File: src/rtl/ex_muldiv_iter.sv
`timescale 1ns/1ps
`default_nettype none
// ============================================================================
// Module   : ex_muldiv_iter
// Purpose  : Iterative RV32M multiply/divide unit (shift-add / restoring).
// Revision : 1.0 - initial release
// ============================================================================
module ex_muldiv_iter #(
   parameter int XLEN   = 32,
   parameter int UNROLL = 1
) (
   input  logic            clk,
   input  logic            rst,
   input  logic            flush,
   input  logic            start_valid,
   output logic            start_ready,
   input  logic [2:0]      funct3,
   input  logic [XLEN-1:0] operand1,
   input  logic [XLEN-1:0] operand2,
   input  logic [4:0]      rd_in,
   output logic            result_valid,
   input  logic            result_ready,
   output logic [XLEN-1:0] result,
   output logic [4:0]      result_rd,
   output logic            busy
);

   localparam int c_ITER  = XLEN / UNROLL;
   localparam int c_CNT_W = (c_ITER > 1) ? $clog2(c_ITER) : 1;
   localparam logic [c_CNT_W-1:0] c_LAST = c_CNT_W'(c_ITER - 1);

   localparam logic [1:0] c_IDLE = 2'd0;
   localparam logic [1:0] c_CALC = 2'd1;
   localparam logic [1:0] c_FIX  = 2'd2;
   localparam logic [1:0] c_DONE = 2'd3;

   logic [1:0]          r_state, w_next;
   logic [2:0]          r_funct3;
   logic [4:0]          r_rd;
   logic                r_neg;
   logic [XLEN-1:0]     r_op2;
   logic [2*XLEN-1:0]   r_acc;
   logic [XLEN:0]       r_rem;
   logic [c_CNT_W-1:0]  r_cnt;
   logic [XLEN-1:0]     r_result;

   logic                w_accept, w_special, w_div0, w_ovf;
   logic                w_sgn1, w_sgn2, w_s1, w_s2, w_neg;
   logic [XLEN-1:0]     w_mag1, w_mag2, w_special_val;

   assign w_accept = start_valid & (r_state == c_IDLE) & ~flush;

   // Operand signedness and magnitudes, decoded from the incoming funct3.
   assign w_sgn1 = (funct3 == 3'b001) | (funct3 == 3'b010) |
                   (funct3 == 3'b100) | (funct3 == 3'b110);
   assign w_sgn2 = (funct3 == 3'b001) | (funct3 == 3'b100) | (funct3 == 3'b110);
   assign w_s1   = w_sgn1 & operand1[XLEN-1];
   assign w_s2   = w_sgn2 & operand2[XLEN-1];
   assign w_mag1 = w_s1 ? (~operand1 + 1'b1) : operand1;
   assign w_mag2 = w_s2 ? (~operand2 + 1'b1) : operand2;
   // Remainders follow the dividend; everything else follows the product/quotient sign.
   assign w_neg  = (funct3[2] & funct3[1]) ? w_s1 : (w_s1 ^ w_s2);

   assign w_div0 = (operand2 == '0);
   assign w_ovf  = ~funct3[0] & (operand1 == {1'b1, {(XLEN-1){1'b0}}}) &
                   (operand2 == {XLEN{1'b1}});
   assign w_special = funct3[2] & (w_div0 | w_ovf);
   always_comb begin
      w_special_val = '0;
      if (w_div0)
         w_special_val = funct3[1] ? operand1 : {XLEN{1'b1}};
      else
         w_special_val = funct3[1] ? '0 : operand1;
   end

   // UNROLL iterations of both shift-add and restoring division per cycle.
   logic [2*XLEN-1:0] w_mul_p;
   logic [XLEN:0]     w_sum;
   logic [XLEN-1:0]   w_div_q;
   logic [XLEN:0]     w_div_r;
   logic [XLEN:0]     w_shift;
   logic [XLEN+1:0]   w_diff;

   always_comb begin
      w_mul_p = r_acc;
      w_div_q = r_acc[XLEN-1:0];
      w_div_r = r_rem;
      w_sum   = '0;
      w_shift = '0;
      w_diff  = '0;
      for (int i = 0; i < UNROLL; i++) begin
         w_sum   = {1'b0, w_mul_p[2*XLEN-1:XLEN]} +
                   (w_mul_p[0] ? {1'b0, r_op2} : {(XLEN+1){1'b0}});
         w_mul_p = {w_sum, w_mul_p[XLEN-1:1]};
         w_shift = {w_div_r[XLEN-1:0], w_div_q[XLEN-1]};
         w_diff  = {1'b0, w_shift} - {2'b00, r_op2};
         w_div_r = w_diff[XLEN+1] ? w_shift : w_diff[XLEN:0];
         w_div_q = {w_div_q[XLEN-2:0], ~w_diff[XLEN+1]};
      end
   end

   logic [2*XLEN-1:0] w_prod_fix;
   logic [XLEN-1:0]   w_quo_fix, w_rem_fix, w_fix_val;

   assign w_prod_fix = r_neg ? (~r_acc + 1'b1) : r_acc;
   assign w_quo_fix  = r_neg ? (~r_acc[XLEN-1:0] + 1'b1) : r_acc[XLEN-1:0];
   assign w_rem_fix  = r_neg ? (~r_rem[XLEN-1:0] + 1'b1) : r_rem[XLEN-1:0];

   always_comb begin
      w_fix_val = '0;
      case (r_funct3)
         3'b000:                 w_fix_val = r_acc[XLEN-1:0];
         3'b001, 3'b010, 3'b011: w_fix_val = w_prod_fix[2*XLEN-1:XLEN];
         3'b100, 3'b101:         w_fix_val = w_quo_fix;
         default:                w_fix_val = w_rem_fix;
      endcase
   end

   always_ff @(posedge clk or posedge rst) begin
      if (rst)
         r_state <= c_IDLE;
      else
         r_state <= w_next;
   end

   always_comb begin
      w_next = r_state;
      case (r_state)
         c_IDLE:  if (w_accept) w_next = w_special ? c_DONE : c_CALC;
         c_CALC:  if (r_cnt == c_LAST) w_next = c_FIX;
         c_FIX:   w_next = c_DONE;
         c_DONE:  if (result_ready) w_next = c_IDLE;
         default: w_next = c_IDLE;
      endcase
      if (flush)
         w_next = c_IDLE;
   end

   always_comb begin
      start_ready  = 1'b0;
      busy         = 1'b1;
      result_valid = 1'b0;
      case (r_state)
         c_IDLE: begin
            start_ready = 1'b1;
            busy        = 1'b0;
         end
         c_DONE:  result_valid = 1'b1;
         default: ;
      endcase
   end

   always_ff @(posedge clk or posedge rst) begin
      if (rst) begin
         r_funct3 <= '0;
         r_rd     <= '0;
         r_neg    <= 1'b0;
         r_op2    <= '0;
         r_acc    <= '0;
         r_rem    <= '0;
         r_cnt    <= '0;
         r_result <= '0;
      end else if (w_accept) begin
         r_funct3 <= funct3;
         r_rd     <= rd_in;
         r_neg    <= w_neg;
         r_op2    <= w_mag2;
         r_acc    <= {{XLEN{1'b0}}, w_mag1};
         r_rem    <= '0;
         r_cnt    <= '0;
         if (w_special)
            r_result <= w_special_val;
      end else if (r_state == c_CALC) begin
         r_cnt <= (r_cnt == c_LAST) ? '0 : r_cnt + 1'b1;
         if (r_funct3[2]) begin
            r_acc[XLEN-1:0] <= w_div_q;
            r_rem           <= w_div_r;
         end else begin
            r_acc <= w_mul_p;
         end
      end else if (r_state == c_FIX) begin
         r_result <= w_fix_val;
      end
   end

   assign result    = r_result;
   assign result_rd = r_rd;

endmodule
`default_nettype wire

File: config.mk
export PLATFORM = sky130hd
export DESIGN_NAME = ex_muldiv_iter
export DESIGN_NICKNAME = d
export VERILOG_FILES = /design/src/rtl/ex_muldiv_iter.sv
export SDC_FILE = /design/constraint.sdc
export NUM_CORES = 1
export LEC_CHECK = 0
export ABC_AREA = 1
export ABC_CLOCK_PERIOD_IN_PS = 5700
export CAP_MARGIN = 20
export CORE_MARGIN = 2
export CORE_UTILIZATION = 56
export DETAILED_ROUTE_END_ITERATION = 6
export MAX_ROUTING_LAYER = met4
export PLACE_DENSITY = 0.8
export SLEW_MARGIN = 10
export SYNTH_ARGS = -nofsm -noshare
export SYNTH_HDL_FRONTEND = slang
export SYNTH_SLANG_ARGS = --single-unit
File: constraint.sdc
create_clock -name clk -period 5.7 [get_ports clk]
set_input_delay 0.57 -clock clk [delete_from_list [all_inputs] [get_ports clk]]
set_output_delay 0.57 -clock clk [all_outputs]
set_load 0.005 [all_outputs]
After elaboration in Yosys (flattened, before gate mapping)
Index checks and enable logic that the tools add are counted.
{"block": "classes", "add_sub_neg": 8, "n_eq_ne": 21, "n_mux": 35, "bitwise_logic": 23, "reduce_logical": 12}
{"operator": "32-bit 2-to-1 mux", "n": 18}
{"operator": "64-bit 2-to-1 mux", "n": 3}
{"operator": "32-bit by 1-bit adder with 32-bit output (second input constant)", "n": 4}
{"operator": "32-bit NOT", "n": 4}
{"operator": "32-bit case mux with 3 select lines", "n": 1}
{"operator": "64-bit by 1-bit adder with 64-bit output (second input constant)", "n": 1}
{"operator": "32-bit == test (second input constant)", "n": 2}
{"operator": "64-bit NOT", "n": 1}
{"operator": "33-bit by 32-bit subtractor with 34-bit output", "n": 1}
{"operator": "32-bit by 32-bit adder with 33-bit output", "n": 1}
{"operator": "32-bit logical NOT", "n": 1}
{"operator": "5-bit 2-to-1 mux", "n": 3}
{"operator": "3-bit == test (second input constant)", "n": 4}
{"operator": "2-bit 2-to-1 mux", "n": 5}
{"operator": "3-bit by 2-bit == test with 1-bit output (second input constant)", "n": 3}
{"operator": "3-bit != test (second input constant)", "n": 3}
{"operator": "1-bit bitwise AND", "n": 8}
{"operator": "2-bit case mux with 4 select lines", "n": 1}
{"operator": "3-bit by 1-bit == test with 1-bit output (second input constant)", "n": 2}
{"operator": "1-bit bitwise OR", "n": 6}
{"operator": "3-bit AND reduction", "n": 2}
{"operator": "2-bit nonzero test", "n": 3}
{"operator": "5-bit by 1-bit adder with 5-bit output (second input constant)", "n": 1}
{"operator": "5-bit == test (second input constant)", "n": 1}
{"operator": "other kinds (12)", "n": 20}
{"block": "totals", "regBits": 176, "in_bits": 77, "output_inout_bits": 40, "elab_cells": 109}

Longest topological paths before layout
Gate-level depths: netlist of the first run.
{"block": "depth", "word_depth": 9, "mapped_depth": 17, "ltp_nobuf": 16}

Worst setup path after synthesis of the first run
Ideal clock, no wire load.
{"block": "synth_timing", "path_type": "reg2reg", "startpoint": "register r_acc[0]", "endpoint": "register r_acc[50]", "arrival_ps": 2220, "t_required_ps": 5582, "path_slack_ps": 3362, "path_stages_with_launch": 16, "synth_period_minus_slack_ps": 2338, "path_cell_list": "dfrtp_1 > clkbuf_1 > clkbuf_1 > nand2_1 > inv_1 > ha_1 > a21oi_1 > inv_1 > a21oi_1 > nand2_1 > a21oi_1 > o21ai_0 > nand2_1 > nand3_1 > nand3_1 > nand2_1"}
{"block": "synth_via", "elab_chain_cells": 5}
{"element": "from (decl)", "line": "42", "source": "logic [2*XLEN-1:0] r_acc;"}
{"element": "from (signal assigned)", "line": "168", "source": "r_acc <= {{XLEN{1'b0}}, w_mag1};"}
{"element": "from (signal, indexed assignment)", "line": "176", "source": "r_acc[XLEN-1:0] <= w_div_q;"}
{"element": "from (signal assigned)", "line": "179", "source": "r_acc <= w_mul_p;"}
{"element": "32-bit 2-to-1 mux", "line": "93", "source": "(w_mul_p[0] ? {1'b0, r_op2} : {(XLEN+1){1'b0}});"}
{"element": "32-bit by 32-bit adder with 33-bit output", "line": "92", "source": "w_sum = {1'b0, w_mul_p[2*XLEN-1:XLEN]} +"}
{"element": "32-bit 2-to-1 mux", "line": "175", "source": "if (r_funct3[2]) begin"}
{"element": "64-bit 2-to-1 mux", "line": "173", "source": "end else if (r_state == c_CALC) begin"}
{"element": "64-bit 2-to-1 mux", "line": "163", "source": "end else if (w_accept) begin"}
Every way passes these cells. The select of a mux whose other input is x is not followed.
A chain may end at the register's enable or synchronous reset.

Worst setup path after layout of the first run
{"block": "layout_timing", "startpoint": "input funct3[1]", "endpoint": "register r_acc[16]"}
{"block": "layout_via", "elab_chain_cells": 7}
{"element": "from (decl)", "line": "17", "source": "input logic [2:0] funct3,"}
{"element": "3-bit by 1-bit == test with 1-bit output / 3-bit by 2-bit == test with 1-bit output (equally long branches)", "line": "54", "source": "assign w_sgn1 = (funct3 == 3'b001) | (funct3 == 3'b010) |"}
{"element": "1-bit bitwise OR (2 in a row)", "line": "54"}
{"element": "1-bit bitwise OR *", "line": "55", "source": "(funct3 == 3'b100) | (funct3 == 3'b110);"}
{"element": "1-bit bitwise AND *", "line": "57", "source": "assign w_s1 = w_sgn1 & operand1[XLEN-1];"}
{"element": "32-bit 2-to-1 mux *", "line": "59", "source": "assign w_mag1 = w_s1 ? (~operand1 + 1'b1) : operand1;"}
{"element": "64-bit 2-to-1 mux *", "line": "163"}
Mark *: on every way between the ends. The rest lies on a longest branch, timed or not.

==> flow_summary_export.csv, run 1 <==
group,metric,value,unit
critical_path,rr_worst_depth,8,
die,dieArea,0.0336,sq mm
die,die_width,183,um
critical_path,critPathSlowestCell,"inv_1",
sta,setup_viol,0,
critical_path,reg2reg_from,"r_state[0]",
critical_path,crit_required,5990,ps
critical_path,cp-endpoint,"r_acc[16]",
cts,root_buffer,"clkbuf_16",
critical_path,crit_start,"funct3[1]",
synthesis,synth.area.top_cells,"dfrtp_1 24%, nand2_1 19%, nor2_1 8.8%",
power_and_ir_drop,power.share.switching,58.4,%
detailed_routing,drcViolationCount,0,
final_layout,layout.nets,3254,
run,cap_viol_max_count,0,
placement,dp_hpwl,56200,um
detailed_routing,drtIter0Drc,2830,
critical_path,critPathMaxFanout,60,
power_and_ir_drop,p_switching,6960,uW
critical_path,regToRegEndpoint,"r_acc[33]",
synthesis,syn_avg_cell_area,5.89,sq um
sta,min_period_over_period,67.9,%
synthesis,syn_inst,3055,
sta,fmax,258,MHz
synthesis,yosysWarnings,0,
detailed_routing,wl_per_cell,20.3,um
power_and_ir_drop,p_seq_share,21.9,%
synthesis,synth-seq-area-share,24.5,%
global_route,antenna_found_initial,2,
final_layout,design_area,0.0199,sq mm
synthesis,syn_nets,3210,
synthesis,ys_types,52,
power_and_ir_drop,worst_ir_drop_vdd,0.000419,V
cts,cts_made_buffers,17,
critical_path,critical-path-max-stage-delay,930,ps
synthesis,synth_area,0.0180,sq mm
global_route,grt_pass1_wl,111000,um
global_route,grtUsageTotal,43.8,%
detailed_routing,antenna_left,0,
die,die-height,183,um
outcome,status,"finished, final reports clean",
cts,tritoncts,"yes",
critical_path,worst-path-buf-inv,3,
detailed_routing,dr.pass1.iters,7,
final_layout,area_growth,10.9,%
detailed_routing,totalWireLength,71600,um
detailed_routing,viasPerCell,6.18,
placement,numPortBuffers,116,
die,core.rowCount,65,
synthesis,yosysTopAreaCell,"dfrtp_1",
synthesis,async_reset_ff_share,100,%
synthesis,synth_top_area_share,24.5,%
cts,clock_latency,460,ps
critical_path,critPathKind,"in2reg",
synthesis,synth_edf_count,0,
sta,finalHoldViolCount,0,
critical_path,arrival,4160,ps
cts,cts.path.max_buffers,2,
global_route,grt_max_degree,94,
detailed_routing,num_vias,21700,
sta,rsz0062_at_grt,"no",
critical_path,endpoint_kind,"register",
sta,period_needed,3870,ps
final_layout,layout-drive-gt1-share,2.60,%
placement,place_congestion,1.03,
critical_path,cp_num_cells,9,
sta,max_slew_margin,27.6,%
sta,skew,16.6,ps
synthesis,synthFlopType,"dfrtp_1",
synthesis,ys_seq_elements,176,
power_and_ir_drop,p_leak,0.00978,uW
cts,cts_setup_buffers,0,
final_layout,fin_util,63.2,%
critical_path,cp_top_family,"buffers and inverters",
global_route,first_global_vias,19900,
min_path,worstHoldPathType,"reg2reg",
global_route,grt_overflow,0,
power_and_ir_drop,p_clk_share,10.2,%
critical_path,cp_cell_sequence,"clkdlybuf4s50_1 > inv_2 > nand2_1 > o21ai_0 > nand2_1 > inv_1 > o21ai_0 > xor2_1 > o22ai_1",
sta,report.final.slew_viol_count,0,
power_and_ir_drop,power.internal,4970,uW
die,ios,117,
cts,htreeDepth,4,
final_layout,num-fill-cells,3014,
final_layout,regArea,0.00441,sq mm
final_layout,multi_input_area,0.0118,sq mm
power_and_ir_drop,p_per_area,598,mW/mm^2
placement,place_area,0.0194,sq mm
cts,hold_buffers,0,
critical_path,crit_path_start_kind,"primary input",
sta,tightest_slew,1090,ps
cts,clk_pin_slew,80,ps
cts,cts_sinks,176,
die,start_util,57.0,%
power_and_ir_drop,p_comb_share,67.9,%
cts,cts.repair.resized,0,
critical_path,ff2ff_setup_slack,2050,ps
die,core_region_area,0.0316,sq mm
sta,tns,0,ps
==> logic make-up after synthesis <==
logic type / Yosys count / share of synthesized area (%)
AO/OA/AOI/OAI: 553 / 17.2
AND/OR/NAND/NOR: 1733 / 40.3
XOR/XNOR: 56 / 2.73
buffers and inverters: 459 / 9.78
flip-flops: 176 / 24.5
adder cells (fa/ha/maj): 78 / 5.51
==> worst min-delay path by stage <==
stage | to | from | depth (start not counted) | slack (ps)
after floorplan | r_funct3[0] | r_funct3[0] | 2 | 450
after global placement | result_rd[2] | result_rd[2] | 2 | 450
after detailed placement | result_rd[3] | result_rd[3] | 2 | 470
after global routing | result[1] | result[1] | 2 | 510
after CTS | result[4] | result[4] | 2 | 490
final | result[4] | result[4] | 2 | 480
==> routing by layer <==
metal  vias to the layer above  wire (um)  track usage (%)
met5                         -          0                -
met4                         0       3290             17.0
met3                       233       8030             8.76
met2                      1293      30900             65.3
met1                     10100      29400             58.5
li1                      10100          -                -
==> cells in the mapped netlist, drive strengths merged (18+ instances only) <==
library cell	number
a21oi	169
a221oi	18
buf	30
clkbuf	80
dfrtp	176
ha	76
inv	346
nand2	890
nand3	268
nand3b	26
nand4	69
nor2	426
nor3	35
o211ai	18
o21ai	259
xor2	41
==> through the flow <==
stage,power (uW),setup WS [ps],cells,hold WS (ps)
finish,11900,1830,3517,482
global route,12800,1450,3516,507
CTS,11600,2000,3514,489
detailed placement,10400,1540,3482,468
global placement,10200,1690,3482,455
floorplan,7700,356,3055,454
==> worst min-delay path, cell delays in order, from the launching register on <==
cell	delay, ps
dfrtp_1	350
nand2_1	50
nand2_1	50
==> power by group through the flow <==
stage	logic, uW	clock network (uW)	registers [uW]
6_report	8100	1210	2610
5_1_grt	8910	1260	2640
4_1_cts	7830	1210	2560
3_5_place_dp	7790	0	2570
3_3_place_gp	7610	0	2570
2_1_floorplan	5540	0	2160
==> layout make-up <==
cell class,count,area share [%]
Clock inverter,13,0.709
Clock buffer,19,2.17
Antenna cell,3,0.0376
Multi-Input combinational cell,2420,59.3
Timing Repair Buffer,135,6.54
Sequential cell,176,22.1
Tap cell,402,2.52
Inverter,349,6.60
==> sequential cells by signal (all words and copies together) (netlist names) <==
name       flops
r_funct3       3
r_neg          1
r_state        2
r_acc         64
r_rem         32
r_cnt          5
result_rd      5
r_op2         32
result        32
==> cell usage in the layout, fill, tap and decap left out, drive strengths merged, types with 19 or more instances in the layout <==
cell type,instances
nand2,890
nor2,426
inv,354
nand3,268
o21ai,259
dfrtp,176
a21oi,169
clkdlybuf4s50,116
ha,76
nand4,69
xor2,41
nor3,35
nand3b,26
buf,19
clkbuf,19
Note: power is estimated with default switching activity, not from simulation.
==> run 2, diff against run 1 <==
--- a/config.mk
+++ b/config.mk
@@ -6,7 +6,7 @@
 export NUM_CORES = 1
 export LEC_CHECK = 0
 export ABC_AREA = 1
-export ABC_CLOCK_PERIOD_IN_PS = 5700
+export ABC_CLOCK_PERIOD_IN_PS = 3200
 export CAP_MARGIN = 20
 export CORE_MARGIN = 2
 export CORE_UTILIZATION = 56
==> constraint.sdc (replaced) <==
create_clock -name clk -period 3.2 [get_ports clk]
set_input_delay 0.32 -clock clk [delete_from_list [all_inputs] [get_ports clk]]
set_output_delay 0.32 -clock clk [all_outputs]
set_load 0.005 [all_outputs]
==> flow_summary_export.csv, run 2 (synthesis gave the netlist of run 1 again) <==
group,metric,value,unit
cts,clk_pin_slew,70,ps
sta,setup_viol,0,
final_layout,num-fill-cells,3048,
detailed_routing,num_vias,22100,
cts,clock_latency,470,ps
sta,hold_ws,218,ps
critical_path,reg2reg_from,"r_state[0]",
placement,dp_hpwl,58000,um
critical_path,regToRegEndpoint,"r_acc[0]",
final_layout,final_cell_mix,"889 x nand2_1, 418 x nor2_1, 338 x inv_1",
power_and_ir_drop,p_per_area,1070,mW/mm^2
die,start_util,57.0,%
detailed_routing,wl_per_cell,20.7,um
global_route,antenna_found_initial,2,
detailed_routing,wl_met2,31100,um
detailed_routing,antenna_left,0,
die,dieArea,0.0336,sq mm
detailed_routing,drtIter0Drc,2949,
sta,report.final.slew_viol_count,0,
die,core.rowCount,65,
cts,cts_sinks,176,
final_layout,layout.nets,3305,
final_layout,area_growth,13.4,%
placement,numPortBuffers,116,
critical_path,critPathMaxFanout,15,
cts,tritoncts,"yes",
sta,tns,0,ps
sta,skew,17.6,ps
sta,max_slew_margin,39.7,%
detailed_routing,top_layer_used,"met4",
detailed_routing,drt-met1-wl,29700,um
critical_path,endpoint_kind,"register",
global_route,grtUsageTotal,45.0,%
global_route,grt_pass1_wl,113000,um
outcome,status,"finished, violations left",
detailed_routing,totalWireLength,73800,um
detailed_routing,dr_wl_met3,9250,um
critical_path,ff2ff_setup_slack,210,ps
detailed_routing,drcViolationCount,17,
sta,rsz0062_at_grt,"no",
critical_path,crit_required,3480,ps
die,die-height,183,um
min_path,worstHoldPathType,"in2async",
sta,period_needed,2990,ps
final_layout,layout-drive-gt1-share,4.27,%
global_route,grt_overflow,0,
detailed_routing,dr.pass1.iters,7,
die,die_width,183,um
cts,htreeDepth,4,
final_layout,layout_commonest_cell,"nand2_1",
global_route,first_global_vias,20200,
cts,cts_made_buffers,17,
critical_path,crit_path_start_kind,"register",
die,core_region_area,0.0316,sq mm
global_route,grt_max_degree,92,
sta,min_period_over_period,93.4,%
critical_path,arrival,3260,ps
critical_path,rr_worst_depth,9,
sta,fmax,335,MHz
power_and_ir_drop,p_leak,0.0100,uW
cts,cts.path.max_buffers,2,
critical_path,critPathKind,"reg2reg",
placement,place_congestion,1.12,
outcome,violations,"DRC",
run,cap_viol_max_count,0,
sta,finalHoldViolCount,0,
power_and_ir_drop,worst_ir_drop_vdd,0.000999,V
final_layout,largest_reg_flops,64,
detailed_routing,viasPerCell,6.20,
sta,tightest_slew,895,ps
final_layout,top_register,"r_acc",
cts,root_buffer,"clkbuf_16",
die,ios,117,
## run 2: cell types whose count changed in the layout (fill, tap and decap cells not counted), sizes merged
cell / previous run / this run
clkinv: 4 / 9
clkinvlp: 3 / 4
inv: 354 / 348
buf: 19 / 70
diode: 3 / 2
## run 2: layer usage
layer  up-vias  GRT usage, %
met5         -             -
met4         0          19.7
met3       254          12.0
met2      1424          64.8
met1     10200          59.4
li1      10200             -
## run 2: repair_timing
action                                  CTS  global route
buffers inserted                          0             0
endpoints found under the setup margin    0            11
hold buffers                              0             0
resized for setup                         0             4
## run 2: worst max path at each step
stage	startpoint	endpoint	slack, ps	cells past startpoint
detailed placement	operand1[0]	result[8]	240	14
floorplan	rst	r_acc[0]	630	1
CTS	r_acc[31]	r_rem[28]	280	11
finish	r_state[0]	r_acc[0]	210	9
global placement	operand1[0]	result[8]	240	14
global route	r_acc[31]	r_rem[28]	110	11
## run 2: area by class of cell
cell class	count	area [sq um]	area share (%)
repair buffers	186	1750	8.58
clock buffers	19	443	2.17
diodes	2	5.00	0.0245
multi-input cells	2420	11800	58.0
clock inverters	13	133	0.650
inverters	349	1320	6.45
well taps	402	503	2.47
flip-flops and latches	176	4410	21.6
## run 2: report_power, final
part           internal, uW  leakage [uW]  total [uW]  switching (uW)
sequential             3140       0.00223        4690            1550
clock                  1110      0.000276        2170            1060
combinational          4920       0.00754       15000           10100
total                  9170        0.0100       21800           12700
## run 2: per-stage QoR
| step | cells | utilization (%) | instance area, sq um | power (uW) | worst slack [ps] |
|---|---|---|---|---|---|
| after floorplan | 3055 | - | 18000 | 13700 | 627 |
| after global routing | 3567 | 64.6 | 20400 | 23300 | 111 |
| after CTS | 3565 | 64.6 | 20400 | 21200 | 278 |
| after global placement | 3533 | 62.8 | 19800 | 18600 | 235 |
| after detailed placement | 3533 | 62.8 | 19800 | 18900 | 236 |
| final | 3567 | 64.6 | 20400 | 21800 | 211 |
## run 2: critical path, cell delays in order (launching register included)
cell	delay (ps)
dfrtp_1	420
inv_1	120
ha_1	310
inv_2	110
nor3_4	40
buf_4	210
nor2_4	410
inv_1	360
o21ai_0	520
o211ai_1	290
==> RTL change, RTL diff (flow settings as in run 2) <==
Set the parameter `XLEN` to 16 (it was 32).
--- a/src/rtl/ex_muldiv_iter.sv
+++ b/src/rtl/ex_muldiv_iter.sv
@@ -7,5 +7,5 @@
 // ============================================================================
 module ex_muldiv_iter #(
-   parameter int XLEN   = 32,
+   parameter int XLEN   = 16,
    parameter int UNROLL = 1
 ) (
Interface: changed (resized operand1, operand2 and result); port bits go from 117 to 69. The function was not compared with the original's and may differ.
==> RTL change against run 2 <==
  * Combinational power decreased by 59%
  * Clock skew shrank 0.012 ns
  * Sequential power shrank 48%
  * Area after synthesis is 51% lower
  * Count of clock-buffer cells in the layout is 9 lower
  * Cell area decreased by 51%
  * Power is 56% lower
  * Sequential cell count is 81 lower
  * Setup slack improved by 0.27 ns
  * Via count shrank 56%
  * Sequential share of layout area rose by 2.1 points
  * Synthesized cell count shrank 53%
  * Routed wire length is 63% lower
==> RTL change: results (changes against run 2) <==
{| class="wikitable"
! Metric !! Value
|-
| Clock skew after layout || 0.00523 ns (-0.0124 ns)
|-
| Critical-path maximum fanout || 29 (+14)
|-
| Static leakage || 5.10 nW (-49%)
|-
| Syn Nets || 1523 (-53%)
|-
| Xor-xnor portion of the synthesized cell area || 2.56% (-0.17 points)
|-
| Maximum number of pins on one net before global-route repair || 50 (-46%)
|-
| Worst rel slew slack || 28.3% (-11 points)
|-
| Number of antenna violations at the first check in global routing || 0 (-2)
|-
| Non-clock inverters || 176 (-50%)
|-
| Total combinational power || 0.00614 W (-59%)
|-
| Worst slack on hold paths || 0.406 ns (+0.187 ns)
|-
| Result of the run || complete, no violations
|-
| Metal2 WL || 12500 um (-60%)
|-
| Final-layout fill cell count || 1491 (-51%)
|-
| Final RePlAce weighted congestion || 1.04 (-7.4%)
|-
| Setup slack of the worst register-to-register path || 0.48 ns (+0.27 ns)
|-
| Aggregate routed wire length || 27100 um (-63%)
|-
| Worst R2R Path Depth || 10 (+1)
|-
| Share of total power consumed by net switching || 53.2% (-4.8 points)
|-
| Biggest area contributors in the synthesized netlist || sky130_fd_sc_hd__dfrtp_1, sky130_fd_sc_hd__nand2_1, sky130_fd_sc_hd__nor2_1
|-
| Sequential element share of the synthesized area || 26.7% (+2.3 points)
|-
| Half-perimeter wire length after detailed placement || 21000 um (-64%)
|-
| Met3 usage || 6.60% (-5.4 points)
|-
| Area fraction in compound gates after synthesis || 18.3% (+1.2 points)
|-
| Initial detailed-routing violation count || 936 (-68%)
|-
| Dpl cells || 1684 (-52%)
|-
| Critical-path top delay cell || sky130_fd_sc_hd__nor2_2
|-
| Largest delay share family, worst path || simple AND/OR/NAND/NOR gates
|-
| Relative area of non-clock buffer cells in the final design || 7.96% (-0.62 points)
|-
| Seq. pwr || 0.00245 W (-48%)
|-
| CP arrival || 2.97 ns (-0.29 ns)
|-
| Net count reported at finish || 1569 (-53%)
|-
| Met1 GRT Util || 43.9% (-16 points)
|-
| Remaining DRCs || 0 (-17)
|-
| Global routing usage on met2 || 52.1% (-13 points)
|-
| Antenna cell count || 0 (-2)
|}
==> RTL change: cell types whose count changed in the layout (fill, tap and decap cells not counted), sizes merged, moves of 33 or more <==
cell	run 2	this run
clkdlybuf4s50	116	68
nand3	268	127
ha	76	43
a21oi	169	80
dfrtp	176	95
nand4	69	8
buf	70	14
nor2	426	183
nand2	890	417
inv	348	177
o21ai	259	131
==> RTL change: metrics by stage <==
step	worst slack [ns]	total power, W
2_1_floorplan	0.403	0.00661
3_3_place_gp	0.623	0.00832
3_5_place_dp	0.540	0.00843
4_1_cts	0.546	0.00957
5_1_grt	0.278	0.0106
6_report	0.481	0.00970
==> RTL change: cells by family (layout without fill, tap and decap cells) <==
family / after synthesis / after routing
AND/OR/NAND/NOR: 757 / 757
AO/OA/AOI/OAI: 287 / 287
buffers and inverters: 223 / 274
flip-flops: 95 / 95
adder cells (fa/ha/maj): 45 / 45
XOR/XNOR: 26 / 26
